===== src/rtl/bdm_pkg.sv =====
// bdm_pkg: definitions shared by the BDM host-side serial blocks.
//   tx_state_t          - encoding of the serial transmitter FSM
//                         (TX_IDLE / TX_START / TX_DATA / TX_PARITY / TX_STOP).
//   CLK_PER_BIT_DEFAULT - default number of clock cycles per serial bit.
package bdm_pkg;

  localparam int CLK_PER_BIT_DEFAULT = 100;

  typedef enum logic [2:0] {
    TX_IDLE   = 3'd0,
    TX_START  = 3'd1,
    TX_DATA   = 3'd2,
    TX_PARITY = 3'd3,
    TX_STOP   = 3'd4
  } tx_state_t;

endpackage


===== src/rtl/bdm_sync2.sv =====
// bdm_sync2: two-flop synchroniser for a single asynchronous level input.
// It is used for host_block here and is meant to be reused on the BKGD input.
// Ports:
//   clk - system clock
//   rst - synchronous, active-high reset (both flops clear to 0)
//   d   - asynchronous input level
//   q   - synchronised level, two clock edges behind d
module bdm_sync2 (
  input  logic clk,
  input  logic rst,
  input  logic d,
  output logic q
);

  logic meta;

  always_ff @(posedge clk) begin
    if (rst) begin
      meta <= 1'b0;
      q    <= 1'b0;
    end else begin
      meta <= d;
      q    <= meta;
    end
  end

endmodule


===== src/rtl/bdm_serial_tx.sv =====
// bdm_serial_tx: UART transmitter that sits directly behind the BDM host
// interface. It sends 8N1 frames, or 8E1 frames when the
// BDM_SERIAL_TX_PARITY_EN macro is defined. A one-byte holding register lets
// the next byte be accepted while the current frame is still shifting out.
//
// Ports:
//   clk        - system clock
//   rst        - synchronous, active-high reset
//   new_data   - single-cycle strobe, data is valid this cycle
//   data       - byte to transmit
//   host_block - asynchronous host flow control (host not ready)
//   tx_block   - busy indication back to the host interface
//   tx         - serial line, idle high, registered
//
// Handshake: a byte is taken on any rising edge where new_data = 1 and the
// hold register is empty. tx_block = hold_full | blk_s, and upstream must not
// strobe while it is high. A strobe that arrives while hold_full = 1 is
// dropped and the held byte is kept. A strobe that arrives while only the
// host is blocked (blk_s = 1) is still accepted. host_block never stops a
// frame that has already started. It only keeps a new frame from starting.
//
// The FSM state is kept in the internal signal `state`, so checkers can bind
// to it.
module bdm_serial_tx
  import bdm_pkg::*;
#(
  parameter int CLK_PER_BIT = CLK_PER_BIT_DEFAULT,
  parameter int CTR_SIZE    = $clog2(CLK_PER_BIT)
) (
  input  logic       clk,
  input  logic       rst,
  input  logic       new_data,
  input  logic [7:0] data,
  input  logic       host_block,
  output logic       tx_block,
  output logic       tx
);

  localparam logic [CTR_SIZE-1:0] CTR_LAST = CTR_SIZE'(CLK_PER_BIT - 1);

  tx_state_t           state;
  logic [CTR_SIZE-1:0] ctr;
  logic [2:0]          bit_idx;
  logic [7:0]          shift;
  logic [7:0]          hold;
  logic                hold_full;
  logic                blk_s;
`ifdef BDM_SERIAL_TX_PARITY_EN
  logic                parity;
`endif

  logic bit_end;
  logic load_ok;

  bdm_sync2 u_host_block_sync (
    .clk (clk),
    .rst (rst),
    .d   (host_block),
    .q   (blk_s)
  );

  assign tx_block = hold_full | blk_s;
  assign bit_end  = (ctr == CTR_LAST);
  assign load_ok  = hold_full & ~blk_s;

  // The hold register and the FSM share one block. Accept needs an empty hold
  // register and a transfer needs a full one, so the two hold_full updates
  // below never happen in the same cycle.
  always_ff @(posedge clk) begin
    if (rst) begin
      state     <= TX_IDLE;
      ctr       <= '0;
      bit_idx   <= 3'd0;
      shift     <= 8'h00;
      hold      <= 8'h00;
      hold_full <= 1'b0;
      tx        <= 1'b1;
`ifdef BDM_SERIAL_TX_PARITY_EN
      parity    <= 1'b0;
`endif
    end else begin
      if (new_data && !hold_full) begin
        hold      <= data;
        hold_full <= 1'b1;
      end

      // The bit-time counter is free running inside a frame and wraps on
      // every bit boundary.
      ctr <= bit_end ? '0 : ctr + CTR_SIZE'(1);

      case (state)
        TX_IDLE: begin
          ctr <= '0;
          tx  <= 1'b1;
          if (load_ok) begin
            shift     <= hold;
`ifdef BDM_SERIAL_TX_PARITY_EN
            parity    <= ^hold;
`endif
            hold_full <= 1'b0;
            state     <= TX_START;
            tx        <= 1'b0;
          end
        end

        TX_START: begin
          if (bit_end) begin
            state   <= TX_DATA;
            bit_idx <= 3'd0;
            tx      <= shift[0];
          end
        end

        TX_DATA: begin
          if (bit_end) begin
            shift <= {1'b0, shift[7:1]};
            if (bit_idx == 3'd7) begin
`ifdef BDM_SERIAL_TX_PARITY_EN
              state <= TX_PARITY;
              tx    <= parity;
`else
              state <= TX_STOP;
              tx    <= 1'b1;
`endif
            end else begin
              bit_idx <= bit_idx + 3'd1;
              tx      <= shift[1];
            end
          end
        end

        TX_PARITY: begin
          if (bit_end) begin
            state <= TX_STOP;
            tx    <= 1'b1;
          end
        end

        TX_STOP: begin
          if (bit_end) begin
            if (load_ok) begin
              // Go straight into the next start bit so that back-to-back
              // frames have no idle gap between them.
              shift     <= hold;
`ifdef BDM_SERIAL_TX_PARITY_EN
              parity    <= ^hold;
`endif
              hold_full <= 1'b0;
              state     <= TX_START;
              tx        <= 1'b0;
            end else begin
              state <= TX_IDLE;
              tx    <= 1'b1;
            end
          end
        end

        default: begin
          state <= TX_IDLE;
          tx    <= 1'b1;
        end
      endcase
    end
  end

endmodule

===== config.mk =====
export PLATFORM = sky130hd
export DESIGN_NAME = bdm_serial_tx
export DESIGN_NICKNAME = d
export VERILOG_FILES = /design/src/rtl/bdm_pkg.sv /design/src/rtl/bdm_sync2.sv /design/src/rtl/bdm_serial_tx.sv
export SDC_FILE = /design/constraint.sdc
export NUM_CORES = 1
export LEC_CHECK = 0
export CAP_MARGIN = 20
export CORE_MARGIN = 2
export CORE_UTILIZATION = 55
export CTS_CLUSTER_DIAMETER = 80
export DETAILED_ROUTE_END_ITERATION = 16
export PLACE_DENSITY = 0.83
export SETUP_SLACK_MARGIN = 0.02
export SYNTH_ARGS = -nofsm -noshare
export SYNTH_HDL_FRONTEND = slang
export SYNTH_SLANG_ARGS = --single-unit

===== constraint.sdc =====
create_clock -name clk -period 2.45 [get_ports clk]
set_clock_uncertainty 0.15 [all_clocks]
set_input_delay 0.735 -clock clk [delete_from_list [all_inputs] [get_ports clk]]
set_output_delay 0.735 -clock clk [all_outputs]
set_load 0.02 [all_outputs]

==> results.toml, run 1 <==
[run_status]
outcome = "finished clean"

[global_routing]
grt_pass1_vias = 1129
grt_first_pass_wirelength_microns = 4905
grt_max_degree = 29
grt_usage_pct = 20.16
overflow = 0
antenna_found_initial = 0

[synth]
yosysSeqAreaShare_pct = 42.68
synth_cell_type_count = 42
synthCells = 165
synth_fp_nets = 180
synth_area_leaders = "dfxtp_1 43%, mux2i_1 9.1%, nor2_1 7.5%, a211oi_1 2.4%, a211oi_2 2.4%"
yosys_warnings = 0
synth_area_sq_um = 1548
ys.flop_type = "dfxtp_1"
synth_common_cells = "33 x dfxtp_1, 31 x nor2_1, 14 x mux2i_1, 7 x nand3_1, 6 x a21oi_1"
synth.ff_latch_count = 33
synth_most_common_cell = "dfxtp_1"
async_flop_share_pct = 0
synth-edff-count = 0
avgSynthCellArea_sq_um = 9.380
synth.top_cell.area_share_pct = 42.68
post-synth-top-area-cell = "dfxtp_1"

[die]
rows = 19
die_area_sq_um = 3254
die_h_microns = 57.05
die_x_microns = 57.05
top_level_ports = 14
core_sq_um = 2710
start_util_pct = 57.11

[setup_path]
critPathArrivalTime_ns = 1.31
cp-end-kind = "output pin"
crit_path_start = "tx"
start_kind = "register"
required_ns = 1.56
path_buf_inv = 1
cp_slowest_cell = "clkdlybuf4s50_1"
worstSetupPathType = "reg2out"
cpLargestDelayFamily = "buffers and inverters"
max_stage_delay_ns = 0.61
cp_cell_sequence = "clkdlybuf4s50_1"
r2r_start = "ctr[0]"
cp_max_fo = 3

[timing]
worstMarginPinSlew_ns = 0.5357
slew_headroom_pct = 64.24
finalCritPeriodShare_pct = 89.43
layout_setup_ws_ns = 0.2589
setup_violations = 0
rsz0062_at_grt = "false"
hold_viol_final = 0
setup_tns_ns = 0
clock.fmax_ghz = 0.4564
fin_crit_ns = 2.191
slew_violations = 0

[hold_path]
hold_class = "reg2reg"
hold_path.startpoint = "ctr[0]"

[cells_and_area]
nets = 193
antenna_cells = 0
area_growth_pct = 13.99
drive_above_1_share_pct = 12.29
final_area_sq_um = 1764

[routing]
drt_wl_total_microns = 2843
drcViolationCount = 0
drtIter0Drc = 29
drt-pass1-iter-count = 4
routed_via_density = 5.667
vias = 1190
postRouteAntennaNets = 0
wire_per_inst_microns = 13.54

[clock_tree]
cts_tree = "built"
cts_root_buf = "clkbuf_4"
post_cts_buffers = 0
holdBufCountCts = 0
cts.clk_slew.worst_paths_ns = 0.10
clock-sinks = 33
clock_latency_ns = 0.35
htree_levels = 2
cts_resized = 1
clk_path_buf_depth = 2
cts_made_buffers = 5

[pwr]
power.leakage_nw = 0.6141
total_power_mw = 1.113
powerDensity_nw_per_um2 = 630.8
peakVddDrop_mv = 0.5278

[placed_design]
port_buffers = 13
dp.final_hpwl_microns = 1995
gp_congestion = 0.8177
dp_slack_ns = 0.2794
dpl-instance-area_sq_um = 1682

[flow_run]
drv_cap = 0
-- through the flow --
stage          util [%]  hold slack [ns]  cells
6_report          65.10           0.2958    210
5_1_grt           65.10           0.3154    210
4_1_cts           65.10           0.2990    210
3_5_place_dp      62.05           0.2795    202
3_3_place_gp      62.05           0.2694    202
2_1_floorplan         -           0.2632    165
-- placed cells by master, fill, tap and decap left out, types with 2 or more instances in the layout --
cell and n:
nor2_1 31, nand3_1 7, a211oi_2 3, nor2b_1 4
nand2b_1 4, a21oi_1 6, clkdlybuf4s50_1 12, mux2i_1 14
dfxtp_1 33, a211oi_1 5, nand2_1 5, xor2_1 2
inv_1 4, buf_4 3, nor3_1 5, ha_1 3
xnor2_1 3, o21ai_0 2, or4_1 2, clkbuf_4 5
and3_1 2
-- routing by layer --
layer | track usage [%] | wire length (microns) | up-vias
met5 | 0 | 0 | -
met4 | 9.967 | 59 | 0
met3 | 7.710 | 163 | 6
met2 | 34.81 | 1415 | 28
met1 | 21.46 | 1205 | 556
li1 | - | - | 600
-- registers in the layout, summed over array words and instances, names as in the netlist --
signal,flops
u_host_block_sync.meta,1
bit_idx,3
u_host_block_sync.q,1
tx,1
hold_full,1
hold,8
state,3
shift,8
ctr,7
-- where the power goes --
| group | internal, mW | leakage, nW | total (mW) | switching, mW |
|---|---|---|---|---|
| sequential | 0.564 | 0.270 | 0.586 | 0.0218 |
| clock | 0.216 | 0.0414 | 0.407 | 0.191 |
| combinational | 0.0607 | 0.303 | 0.120 | 0.0589 |
| total | 0.841 | 0.614 | 1.11 | 0.272 |
-- final timing paths --
path,end,slack (ns),cells past startpoint
worst max-delay path,tx,0.26,1
worst min-delay path,ctr[0],0.30,1
worst max register to register,tx,0.27,6
worst min register to register,ctr[0],0.30,1
-- logic make-up (layout without fill, tap and decap cells) --
family,Yosys count,after routing,synth area share (%)
XOR/XNOR,5,5,2.830
adder cells (fa/ha/maj),3,3,2.425
buffers and inverters,14,28,4.688
AND/OR/NAND/NOR,71,71,25.46
flip-flops,33,33,42.68
AO/OA/AOI/OAI,24,24,12.13
multiplexers,15,15,9.781
-- cell type report --
class	count	area, sq um
timing repair buffer	16	151.4
fill	227	945.9
inverter	4	15.01
clock inverter	3	46.29
clock buffer	5	37.54
tap	31	38.79
sequential	33	660.6
multi-input combinational	118	814.5
Note: power is estimated with default switching activity, not from simulation.
==> run 2, diff against run 1 <==
--- a/config.mk
+++ b/config.mk
@@ -12,6 +12,7 @@
 export DETAILED_ROUTE_END_ITERATION = 16
 export PLACE_DENSITY = 0.83
 export SETUP_SLACK_MARGIN = 0.02
+export SLEW_MARGIN = 20
 export SYNTH_ARGS = -nofsm -noshare
 export SYNTH_HDL_FRONTEND = slang
 export SYNTH_SLANG_ARGS = --single-unit
==> results of run 2 <==
No change in the layout: final DEF, timing and power equal those of run 1.
